## config.mk

```make
export PLATFORM = sky130hd
export DESIGN_NAME = vfifo_sync_fifo_ctrl
export DESIGN_NICKNAME = d
export VERILOG_FILES = /design/src/rtl/vfifo_sync_fifo_ctrl.sv
export SDC_FILE = /design/constraint.sdc
export NUM_CORES = 1
export LEC_CHECK = 0
export ABC_AREA = 1
export BUFFER_PORTS_ARGS = -buffer_cell sky130_fd_sc_hd__buf_2
export CAP_MARGIN = 20
export CORE_UTILIZATION = 25
export CTS_CLUSTER_DIAMETER = 50
export DETAILED_ROUTE_END_ITERATION = 7
export PLACE_DENSITY_LB_ADDON = 0.2
export SYNTH_ARGS = -nofsm -noshare
export SYNTH_HDL_FRONTEND = slang
export SYNTH_SLANG_ARGS = --single-unit
```

## constraint.sdc

```tcl
create_clock -name clk -period 4.6 [get_ports clk]
set_clock_uncertainty 0.15 [all_clocks]
set_input_delay 0.23 -clock clk [delete_from_list [all_inputs] [get_ports clk]]
set_output_delay 0.23 -clock clk [all_outputs]
set_load 0.1 [all_outputs]
```

## src/rtl/vfifo_sync_fifo_ctrl.sv

```systemverilog
// Single-clock FIFO controller in front of a dual-port RAM.
// Port A writes. Port B reads, and its data returns one cycle after the address is issued.
// A 2-entry output buffer (OB) gives a first-word-fall-through read port.
// The OB hides the RAM read latency, so the FIFO sustains one word per cycle.
//
// Handshake: a word moves on the read port on a rising edge where rd_valid && rd_ready.
// rd_valid never depends combinationally on rd_ready.
// While rd_valid && !rd_ready, rd_data holds stable.
// On the write side a word is taken on a rising edge where wr_en && !full.
// A write offered while full is dropped and reported by a one-cycle overflow pulse.
module vfifo_sync_fifo_ctrl #(
    parameter int DATA_WIDTH = 8,
    parameter int ADDR_WIDTH = 9,
    parameter int AFULL_LVL  = (2**ADDR_WIDTH)-4
) (
    input  logic                  clk,
    input  logic                  rst,
    input  logic                  wr_en,
    input  logic [DATA_WIDTH-1:0] wr_data,
    output logic                  full,
    output logic                  almost_full,
    output logic                  overflow,
    output logic [DATA_WIDTH-1:0] rd_data,
    output logic                  rd_valid,
    input  logic                  rd_ready,
    output logic [ADDR_WIDTH+1:0] fill_count,
    output logic [ADDR_WIDTH-1:0] ram_adr_a,
    output logic [DATA_WIDTH-1:0] ram_d_a,
    output logic                  ram_we_a,
    output logic [ADDR_WIDTH-1:0] ram_adr_b,
    output logic                  ram_we_b,
    output logic [DATA_WIDTH-1:0] ram_d_b,
    input  logic [DATA_WIDTH-1:0] ram_q_b
);

    localparam logic [ADDR_WIDTH:0] DEPTH_C = {1'b1, {ADDR_WIDTH{1'b0}}};
    localparam logic [ADDR_WIDTH:0] AFULL_C = (ADDR_WIDTH+1)'(AFULL_LVL);

    logic [ADDR_WIDTH-1:0] wr_ptr;
    logic [ADDR_WIDTH-1:0] rd_ptr;
    logic [ADDR_WIDTH:0]   ram_count;
    logic [ADDR_WIDTH:0]   ram_count_nxt;
    logic                  inflight;
    logic [1:0]            ob_count;
    logic [1:0]            ob_count_nxt;
    logic [DATA_WIDTH-1:0] ob_head;
    logic [DATA_WIDTH-1:0] ob_tail;
    logic                  rd_valid_q;
    logic                  full_q;
    logic                  afull_q;
    logic                  overflow_q;
    logic                  push;
    logic                  pop;
    logic                  issue;
    logic [2:0]            ob_pending;

    assign push = wr_en & ~full_q;
    assign pop  = rd_valid_q & rd_ready;

    // Words that will occupy the OB after this edge, if nothing new is issued.
    // An issue is allowed only if its returning word is sure to find a free slot.
    // ram_count only covers words written before this edge.
    // So port B never reads the address port A is writing now.
    assign ob_pending = {1'b0, ob_count} + {2'b00, inflight} - {2'b00, pop};
    assign issue      = (ram_count != '0) && (ob_pending < 3'd2);

    assign ram_count_nxt = ram_count + (ADDR_WIDTH+1)'(push) - (ADDR_WIDTH+1)'(issue);
    assign ob_count_nxt  = ob_count + {1'b0, inflight} - {1'b0, pop};

    // RAM pointers, RAM occupancy, read-in-flight flag and the registered status flags.
    always_ff @(posedge clk) begin
        if (rst) begin
            wr_ptr     <= '0;
            rd_ptr     <= '0;
            ram_count  <= '0;
            inflight   <= 1'b0;
            full_q     <= 1'b0;
            afull_q    <= 1'b0;
            overflow_q <= 1'b0;
        end else begin
            if (push) begin
                wr_ptr <= wr_ptr + 1'b1;
            end
            if (issue) begin
                rd_ptr <= rd_ptr + 1'b1;
            end
            ram_count  <= ram_count_nxt;
            inflight   <= issue;
            full_q     <= (ram_count_nxt == DEPTH_C);
            afull_q    <= (ram_count_nxt >= AFULL_C);
            overflow_q <= wr_en & full_q;
        end
    end

    // Output buffer: ob_head is the word on rd_data, and ob_tail is the second entry.
    // A returning RAM word goes to the first free slot left after this edge's pop.
    always_ff @(posedge clk) begin
        if (rst) begin
            ob_count   <= 2'd0;
            ob_head    <= '0;
            ob_tail    <= '0;
            rd_valid_q <= 1'b0;
        end else begin
            ob_count   <= ob_count_nxt;
            rd_valid_q <= (ob_count_nxt != 2'd0);
            case ({pop, inflight})
                2'b10: begin
                    if (ob_count == 2'd2) begin
                        ob_head <= ob_tail;
                    end
                end
                2'b01: begin
                    if (ob_count == 2'd0) begin
                        ob_head <= ram_q_b;
                    end else begin
                        ob_tail <= ram_q_b;
                    end
                end
                2'b11: begin
                    if (ob_count == 2'd1) begin
                        ob_head <= ram_q_b;
                    end else begin
                        ob_head <= ob_tail;
                        ob_tail <= ram_q_b;
                    end
                end
                default: begin
                end
            endcase
        end
    end

    assign full        = full_q;
    assign almost_full = afull_q;
    assign overflow    = overflow_q;
    assign rd_data     = ob_head;
    assign rd_valid    = rd_valid_q;
    assign fill_count  = (ADDR_WIDTH+2)'(ram_count) + (ADDR_WIDTH+2)'(inflight)
                       + (ADDR_WIDTH+2)'(ob_count);

    assign ram_adr_a = wr_ptr;
    assign ram_d_a   = wr_data;
    assign ram_we_a  = push;
    assign ram_adr_b = rd_ptr;
    assign ram_we_b  = 1'b0;
    assign ram_d_b   = '0;

endmodule

```

* Word level (Yosys, flattened, before mapping)
Index checks and enable logic that the tools add are counted.
** Word-level totals
- Output and inout bits :: 59
- Memories kept :: 0
- RAM bits :: 0
- Latch bits :: 0
- ROM bits :: 0
- Logic and storage cells :: 52
- Bits in registers :: 51
** Operators by class
- Muxes and demuxes :: 7
- $mul :: 0
- Shift operators :: 0
- Div/mod/pow operators :: 0
- Bitwise gates (word level) :: 4
- $add $sub $neg :: 10
- Reductions and logical operators :: 8
- Equality and inequality tests :: 10
- Order comparisons :: 2
** Operators with widths (number)
- 8-bit 2-to-1 mux :: 5
- 8-bit one-hot mux with 3 select lines :: 1
- 9-bit by 1-bit adder with 9-bit output, second input constant :: 2
- 8-bit one-hot mux with 2 select lines :: 1
- 10-bit by 1-bit adder with 11-bit output :: 1
- 11-bit by 2-bit adder with 11-bit output :: 1
- 10-bit by 1-bit adder with 10-bit output :: 1
- 10-bit equality test, second input constant :: 1
- 10-bit by 9-bit >= comparator with 1-bit output, second input constant :: 1
- 10-bit nonzero test :: 1
- 10-bit by 1-bit subtractor with 10-bit output :: 1
- 2-bit inequality test, second input constant :: 4
- 2-bit equality test, second input constant :: 3
- 3-bit AND reduction :: 2
- 2-bit by 1-bit equality test with 1-bit output, second input constant :: 2
- 2-bit nonzero test :: 2
- 2-bit by 1-bit adder with 3-bit output :: 1
- 1-bit bitwise AND :: 3
- 3-bit by 2-bit less-than comparator with 1-bit output, second input constant :: 1
- 3-bit nonzero test :: 1
- 3-bit by 1-bit subtractor with 3-bit output :: 1
- 2-bit by 1-bit adder with 2-bit output :: 1
- 2-bit logical NOT :: 1
- 2-bit by 1-bit subtractor with 2-bit output :: 1
- 2 further kinds :: 2

* Logic depth before layout (Yosys ltp)
Gate-level depths: netlist of the first run.
- Word-level depth :: 6
- Gate-level depth with buffers :: 25

* Worst setup path after synthesis of the first run
Ideal clock, no wire load.
- Kind :: flip-flop to flip-flop
- Start :: reg rd_valid_q, in the netlist rd_valid
- End :: reg afull_q, in the netlist almost_full
- Cell stages (with the launch flop) :: 26
- Arrival time :: 3988 ps
- Clock period less this slack :: 4253 ps
- Path slack :: 347 ps
- Required time :: 4335 ps
- Library setup time :: 115 ps
- Cells stage by stage :: dfxtp_1 nand2_1 nand2_1 nand2_1 ha_1 fa_1 inv_1 nand2_1 nor2_1 nand2_1 clkinv_1 ha_1 inv_1 ha_1 inv_1 fa_1 inv_1 nand2_1 nand2_1 nand3_1 nand2_1 nand2_1 nand2_1 nor2_1 nand3_1 nand2_1
** Between the ends
- Longest elaborated chain between the ends :: 6
** Ends and longest elaborated chain
- start: declaration :: RTL line 48 : logic rd_valid_q;
- start signal: assignment :: RTL line 105 : rd_valid_q <= (ob_count_nxt != 2'd0);
- 1-bit bitwise AND :: RTL line 58 : assign pop = rd_valid_q & rd_ready;
- 3-bit by 1-bit subtractor with 3-bit output :: RTL line 64 : assign ob_pending = {1'b0, ob_count} + {2'b00, inflight} - {2'b00, pop};
- 3-bit by 2-bit less-than comparator with 1-bit output :: RTL line 65 : assign issue = (ram_count != '0) && (ob_pending < 3'd2);
- 1-bit logical AND :: RTL line 65
- net issue :: RTL line 54 : logic issue;
- 10-bit by 1-bit subtractor with 10-bit output :: RTL line 67 : assign ram_count_nxt = ram_count + (ADDR_WIDTH+1)'(push) - (ADDR_WIDTH+1)'(issue);
- 10-bit by 9-bit >= comparator with 1-bit output :: RTL line 90 : afull_q <= (ram_count_nxt >= AFULL_C);
- end signal: assignment :: RTL line 90
- end: declaration :: RTL line 50 : logic afull_q;
The timed path passes the listed nets, and every way through them passes these cells.
A chain may end at the register's enable or synchronous reset.

* Final worst setup path of the first run
Ends and elaborated chain as after synthesis.

==> results.txt, run 1 <==
----------------------------------------------------
[Status]
  Result of the run ... completed

[Detailed routing]
  Detailed-routed wire length on met2 ... 3420 um
  DRC errors left ... 0
  Detailed Route WL ... 7536 um
  DR pass1 iterations ... 4
  Uppermost metal layer occupied by signal nets ... met4
  Routed wire length per instance ... 11.37 um
  Detailed-route wire length on metal 1 ... 3762 um
  Final antenna-violating net count ... 0
  Violation count after the first detailed-route iteration ... 172
  Via count ... 2784
  Detailed-route vias per instance ... 4.199
  Met3 Routed Length ... 289 um

[Hold path]
  Hold crit path type ... in2reg
  Worst min-delay path startpoint ... wr_en

[Critical path]
  Worst setup path startpoint ... rd_valid
  WP buf/inv ... 5
  Biggest cell delay along the critical path ... 470 ps
  Slack of the worst reg-to-reg path ... 630 ps
  Crit Path Max Fanout ... 11
  CP Class ... reg2reg
  Critical R2R Capture ... almost_full
  Element type at the critical path start ... flop
  Data arrival time of the critical path ... 4000 ps
  Cell count of the worst reg-to-reg path ... 25
  Number of cells on the critical path ... 25
  Capturing instance or port of the critical path ... almost_full
  Startpoint of the worst-slack reg-to-reg timing path ... rd_valid
  Data required time at the worst endpoint ... 4630 ps
  Kind of cell with the highest combined delay on the critical path ... adder cells
  Worst setup EP type ... flop
  Cell type with the highest occurrence count on the critical path ... sky130_fd_sc_hd__nand2_1
  Slowest library cell on the worst path ... sky130_fd_sc_hd__fa_1

[Die]
  Number of top-level pins ... 79
  Core box area ... 0.01221 sq mm
  Total die area ... 0.01318 sq mm
  Die Height ... 114.8 um
  Starting Density ... 0.2606
  Cell row count ... 40
  Width of the die ... 114.8 um

[Yosys]
  Cell type with the highest aggregate area in the netlist ... sky130_fd_sc_hd__dfxtp_1
  Synth area leaders ... sky130_fd_sc_hd__dfxtp_1 32%, sky130_fd_sc_hd__nand2_1 10%, sky130_fd_sc_hd__ha_1 9.8%, sky130_fd_sc_hd__inv_1 9.1%, sky130_fd_sc_hd__a21oi_1 5.0%
  Instance count of the mapped netlist ... 452
  Flop and latch count out of synthesis ... 51
  Synthesized area per cell ... 7.039 sq um
  Post-synth design cell area ... 0.003182 sq mm
  Cell variety after synth ... 34
  Portion of the post-synthesis area used by sequential elements ... 0.3209
  Top cell type's share of synthesized area ... 0.3209
  Number of warnings issued by yosys ... 0

[Timing]
  Remaining max-slew budget at the tightest pin ... 0.4821
  Max-slew violation count ... 0
  Worst-Margin Slew ... 775.9 ps
  Number of setup violations in the final report ... 0
  Clock period minus final worst setup slack ... 3972 ps
  Final worst-path cycle share ... 0.8635
  Count of endpoints failing hold in the final timing report ... 0
  Achievable Freq ... 251.8 MHz
  Setup Total Neg Slack ... 0 ps
  RSZ-0062 raised after global routing ... false

[Job]
  Max_cap viols ... 0

[Cells and area]
  Area growth, synth to finish ... 15.14%
  Number of filler cells placed in the layout ... 1379
  Commonest non-fill, non-tap cells in the layout ... 87 x sky130_fd_sc_hd__nand2_1, 77 x sky130_fd_sc_hd__inv_1, 53 x sky130_fd_sc_hd__buf_2, 51 x sky130_fd_sc_hd__dfxtp_1, 41 x sky130_fd_sc_hd__nor2_1
  Number of standard cells in the final layout excluding fillers ... 663
  Ant diodes ... 0
  Most common cell after layout, fill and taps aside ... sky130_fd_sc_hd__nand2_1
  Total number of nets in the final design ... 544
  Layout cell share with drive strength beyond 1 ... 0.1535

[GRT]
  All-layer global routing usage ... 0.1198
  Final global-route overflow total ... 0
  Initial antenna violation count ... 0
  Number of global-route vias before repair ... 2701
  Largest net degree at the start of global routing ... 26
  Wire length of the first global-routing pass ... 12540 um

[Clock tree]
  Clock transition at the registers of the reported paths ... 70 ps
  Clock tree from TritonCTS ... yes
  Root cell of the clock tree ... sky130_fd_sc_hd__clkbuf_16
  Maximum buffer depth of the clock tree ... 2
  CTS Buf Count ... 5
  Deepest level of the CTS H-tree ... 2
  Number of clock sinks ... 51
  Clock insertion delay at the later pin of the skew report ... 290 ps

[Place]
  Number of input and output port buffers inserted ... 53
  Post-Place Cells ... 656
  HPWL after DPL ... 5879 um
  Final estimated routing congestion in global placement ... 0.8605

----------------------------------------------------
==> worst min path at each step <==
stage	endpoint	slack (ps)	cells past startpoint
6_report	overflow	30	3
5_1_grt	overflow	20	3
4_1_cts	overflow	20	3
3_5_place_dp	ram_adr_a[8]	310	2
3_3_place_gp	ram_adr_a[8]	300	2
2_1_floorplan	overflow	190	2
==> worst reg2reg max path, stage by stage (launching register included) <==
cell	delay (ps)
sky130_fd_sc_hd__dfxtp_1	360
sky130_fd_sc_hd__nand2_1	110
sky130_fd_sc_hd__nand2_1	70
sky130_fd_sc_hd__nand2_1	60
sky130_fd_sc_hd__ha_1	190
sky130_fd_sc_hd__fa_1	470
sky130_fd_sc_hd__inv_1	60
sky130_fd_sc_hd__nand2_1	60
sky130_fd_sc_hd__nor2_1	50
sky130_fd_sc_hd__nand2_2	200
sky130_fd_sc_hd__clkinvlp_4	230
sky130_fd_sc_hd__ha_1	310
sky130_fd_sc_hd__inv_1	60
sky130_fd_sc_hd__ha_1	180
sky130_fd_sc_hd__inv_1	60
sky130_fd_sc_hd__fa_1	380
sky130_fd_sc_hd__inv_1	60
sky130_fd_sc_hd__nand2_1	50
sky130_fd_sc_hd__nand2_1	140
sky130_fd_sc_hd__nand3_1	160
sky130_fd_sc_hd__nand2_1	110
sky130_fd_sc_hd__nand2_1	60
sky130_fd_sc_hd__nand2_1	90
sky130_fd_sc_hd__nor2_1	50
sky130_fd_sc_hd__nand3_1	70
sky130_fd_sc_hd__nand2_1	50
==> metrics by stage <==
stage	utilization	worst slack, ps	cell area [sq um]	hold slack [ps]
after floorplan	-	347.0	3212	193.8
after global placement	0.2881	588.2	3518	300.9
after detailed placement	0.2881	448.3	3518	305.1
after CTS	0.2995	416.3	3657	20.58
after global routing	0.3000	165.8	3664	24.35
final	0.3000	627.9	3664	28.93
==> routing by layer <==
layer	track usage	vias to the layer above
met5	0	-
met1	0.1560	1250
met3	0.02688	6
met4	0.02944	0
met2	0.2008	47
li1	-	1481
==> cell type report <==
cell class	instances	area (sq um)	share of cell area
Tap cell	168	210.2	0.05738
Inverter	82	311.5	0.08504
Clock inverter	2	13.76	0.003757
Multi-Input combinational cell	302	1717	0.4686
Timing Repair Buffer	53	265.3	0.07240
Clock buffer	5	125.1	0.03415
Sequential cell	51	1021	0.2787
==> cells in the mapped netlist, drive strengths merged <==
library cell   n
nand2         91
inv           81
dfxtp         51
nor2          45
a21oi         32
nand3         30
o21ai         29
ha            25
buf           22
xor2          11
o211ai         8
nor3           7
fa             4
nand4          4
clkbuf         3
xnor2          2
a31oi          1
and2           1
clkinv         1
conb           1
nand3b         1
nor3b          1
o21a           1
==> sequential cells by signal, indices dropped and copies added (netlist names) <==
register and count:
rd_valid 1, full 1, ram_adr_a 9, ram_adr_b 9
ob_tail 8, almost_full 1, ram_count 10, overflow 1
rd_data 8, inflight 1, ob_count 2
==> kinds of logic (layout without fill, tap and decap cells) <==
kind of cell,Yosys count,after routing,synth area share
other,1,9,0.001179
XOR/XNOR,13,13,0.03578
AND/OR/NAND/NOR,180,180,0.2485
flip-flops,51,51,0.3209
AO/OA/AOI/OAI,71,71,0.1203
adder cells (fa/ha/maj),29,29,0.1235
buffers and inverters,107,142,0.1498
==> what timing repair did <==
item | 4_1_cts | 5_1_grt
endpoints found under the hold margin | 0 | 0
buffers inserted | 0 | 0
gates resized for setup | 0 | 2
endpoints found under the setup margin | 0 | 1
hold buffers | 0 | 0
Power of run 1 is not shown: default switching activity piles up to over one toggle a cycle in this logic, so the estimate is an artifact.
==> run 2: changes to the inputs <==
Settings changed: CTS_BUF_LIST set to sky130_fd_sc_hd__clkbuf_8.
==> run 2 against run 1 <==
  * Design area fell by 1.3%
  * Non-clock buffer count increased by 1
  * Maximum frequency is 0.55% lower
  * Critical path depth stayed put
  * Die area is the same
  * Sequential share of layout area up 0.36 points
  * Worst setup slack worse by 22 ps
  * Register-to-register slack lost 20 ps
  * Largest cell class unchanged
==> results.txt, run 2 (synthesis results as in run 1) <==
----------------------------------------------------
[Cells and area]
  Area growth, synth to finish ... 13.68%
  Register name with the most flops ... ram_count
  Max reg flops ... 10
  Post-layout utilization of the core ... 0.2962
  Layout cell share with drive strength beyond 1 ... 0.1532
  Commonest non-fill, non-tap cells in the layout ... 87 x sky130_fd_sc_hd__nand2_1, 77 x sky130_fd_sc_hd__inv_1, 53 x sky130_fd_sc_hd__buf_2, 51 x sky130_fd_sc_hd__dfxtp_1, 41 x sky130_fd_sc_hd__nor2_1
  Ant diodes ... 0
  Most common cell after layout, fill and taps aside ... sky130_fd_sc_hd__nand2_1
  Total number of nets in the final design ... 545

[Hold path]
  Hold Crit Endpoint ... ob_tail[2]
  Worst min-delay path startpoint ... ram_q_b[2]
  Hold Path Stages ... 3
  Hold crit path type ... in2reg

[GRT]
  Largest net degree at the start of global routing ... 26
  Final global-route overflow total ... 0
  Wire length of the first global-routing pass ... 12540 um
  Initial antenna violation count ... 0
  All-layer global routing usage ... 0.1202
  Met3 Usage GRT ... 0.02530
  Number of global-route vias before repair ... 2694
  Busiest grt layer ... met2
  Met2 track demand over resource in global routing ... 0.1988
  Met1 Usage GRT ... 0.1570

[Timing]
  Worst hold margin ... 23.18 ps
  RSZ-0062 raised after global routing ... false
  Setup Total Neg Slack ... 0 ps
  Achievable Freq ... 250.4 MHz
  Max-slew violation count ... 0
  Remaining max-slew budget at the tightest pin ... 0.4715
  Worst-Margin Slew ... 791.9 ps
  Final worst-path cycle share ... 0.8683
  Final worst slack ... 606.0 ps
  Clock period minus final worst setup slack ... 3994 ps
  Count of endpoints failing hold in the final timing report ... 0
  Number of setup violations in the final report ... 0

[Clock tree]
  Clock tree from TritonCTS ... yes
  Root cell of the clock tree ... sky130_fd_sc_hd__clkbuf_8
  Number of clock sinks ... 51
  Maximum buffer depth of the clock tree ... 2
  Deepest level of the CTS H-tree ... 2
  CTS Buf Count ... 5
  Clock insertion delay at the later pin of the skew report ... 310 ps
  Clock transition at the registers of the reported paths ... 100 ps

[Detailed routing]
  DR pass1 iterations ... 4
  Detailed-route vias per instance ... 4.199
  Final antenna-violating net count ... 0
  Violation count after the first detailed-route iteration ... 142
  Routed wire length per instance ... 11.45 um
  Via count ... 2788
  Detailed Route WL ... 7604 um
  DRC errors left ... 0

[Die]
  Total die area ... 0.01318 sq mm
  Width of the die ... 114.8 um
  Cell row count ... 40
  Starting Density ... 0.2606
  Core box area ... 0.01221 sq mm
  Die Height ... 114.8 um
  Number of top-level pins ... 79

[Critical path]
  Data required time at the worst endpoint ... 4650 ps
  Data arrival time of the critical path ... 4050 ps
  Critical R2R Capture ... almost_full
  Startpoint of the worst-slack reg-to-reg timing path ... rd_valid
  CP Class ... reg2reg
  Element type at the critical path start ... flop
  Crit Path Max Fanout ... 11
  Worst setup EP type ... flop
  Cell count of the worst reg-to-reg path ... 25
  Slack of the worst reg-to-reg path ... 610 ps

[Place]
  DP Worst Slack ... 448.3 ps
  Final estimated routing congestion in global placement ... 0.8605
  Number of input and output port buffers inserted ... 53
  HPWL after DPL ... 5879 um

[Job]
  Max_cap viols ... 0

[Status]
  Result of the run ... completed

----------------------------------------------------
## run 2: changes by cell type in the layout (fill, tap and decap cells not counted)
cell | before | now
sky130_fd_sc_hd__dlygate4sd3_1 | 0 | 1
sky130_fd_sc_hd__clkbuf_16 | 5 | 0
sky130_fd_sc_hd__clkbuf_8 | 0 | 5
## run 2: worst max-delay path: stages, from the launching register on
cell and delay [ps]:
sky130_fd_sc_hd__dfxtp_1 380, sky130_fd_sc_hd__nand2_1 110, sky130_fd_sc_hd__nand2_1 70, sky130_fd_sc_hd__nand2_1 70, sky130_fd_sc_hd__ha_1 190, sky130_fd_sc_hd__fa_1 470, sky130_fd_sc_hd__inv_1 60, sky130_fd_sc_hd__nand2_1 60
sky130_fd_sc_hd__nor2_1 50, sky130_fd_sc_hd__nand2_2 200, sky130_fd_sc_hd__clkinvlp_4 230, sky130_fd_sc_hd__ha_1 310, sky130_fd_sc_hd__inv_1 60, sky130_fd_sc_hd__ha_1 180, sky130_fd_sc_hd__inv_1 60, sky130_fd_sc_hd__fa_1 380
sky130_fd_sc_hd__inv_1 60, sky130_fd_sc_hd__nand2_1 50, sky130_fd_sc_hd__nand2_1 140, sky130_fd_sc_hd__nand3_1 160, sky130_fd_sc_hd__nand2_1 100, sky130_fd_sc_hd__nand3_1 60, sky130_fd_sc_hd__nand2_1 80, sky130_fd_sc_hd__nor2_1 60
sky130_fd_sc_hd__nand3_1 100, sky130_fd_sc_hd__nand2_1 50
## run 2: cell type report
| type | instances | area, sq um |
|---|---|---|
| inverter | 82 | 311.5 |
| clock buffer | 5 | 68.82 |
| tap | 168 | 210.2 |
| fill | 1386 | 8594 |
| clock inverter | 2 | 13.76 |
| sequential | 51 | 1021 |
| timing repair buffer | 54 | 275.3 |
| multi-input combinational | 302 | 1717 |
## run 2: worst max-delay path by stage
stage / from / end / cells past startpoint
global route: rd_valid / almost_full / 25
floorplan: rd_valid / almost_full / 25
CTS: rd_valid / almost_full / 25
global placement: rd_valid / almost_full / 25
finish: rd_valid / almost_full / 25
detailed placement: rd_valid / almost_full / 25
## run 2: metrics by stage
| step | area [sq um] | instances |
|---|---|---|
| 3_3_place_gp | 3518 | 656 |
| 3_5_place_dp | 3518 | 656 |
| 4_1_cts | 3611 | 664 |
| 6_report | 3617 | 664 |
| 2_1_floorplan | 3212 | 460 |
| 5_1_grt | 3617 | 664 |
## run 2: repair_timing
action	in CTS	in global routing
setup buffers	0	0
resized for setup	0	2
hold endpoints to repair	1	0
endpoints found under the setup margin	0	1
hold buffers	1	0
## run 2: metal layers
| layer | vias to the layer above | part of all wire |
|---|---|---|
| met1 | 1243 | 0.50 |
| li1 | 1486 | - |
| met4 | 0 | 0.013 |
| met5 | - | 0 |
| met3 | 11 | 0.041 |
| met2 | 48 | 0.44 |
Power of run 2 is left out for the same reason.
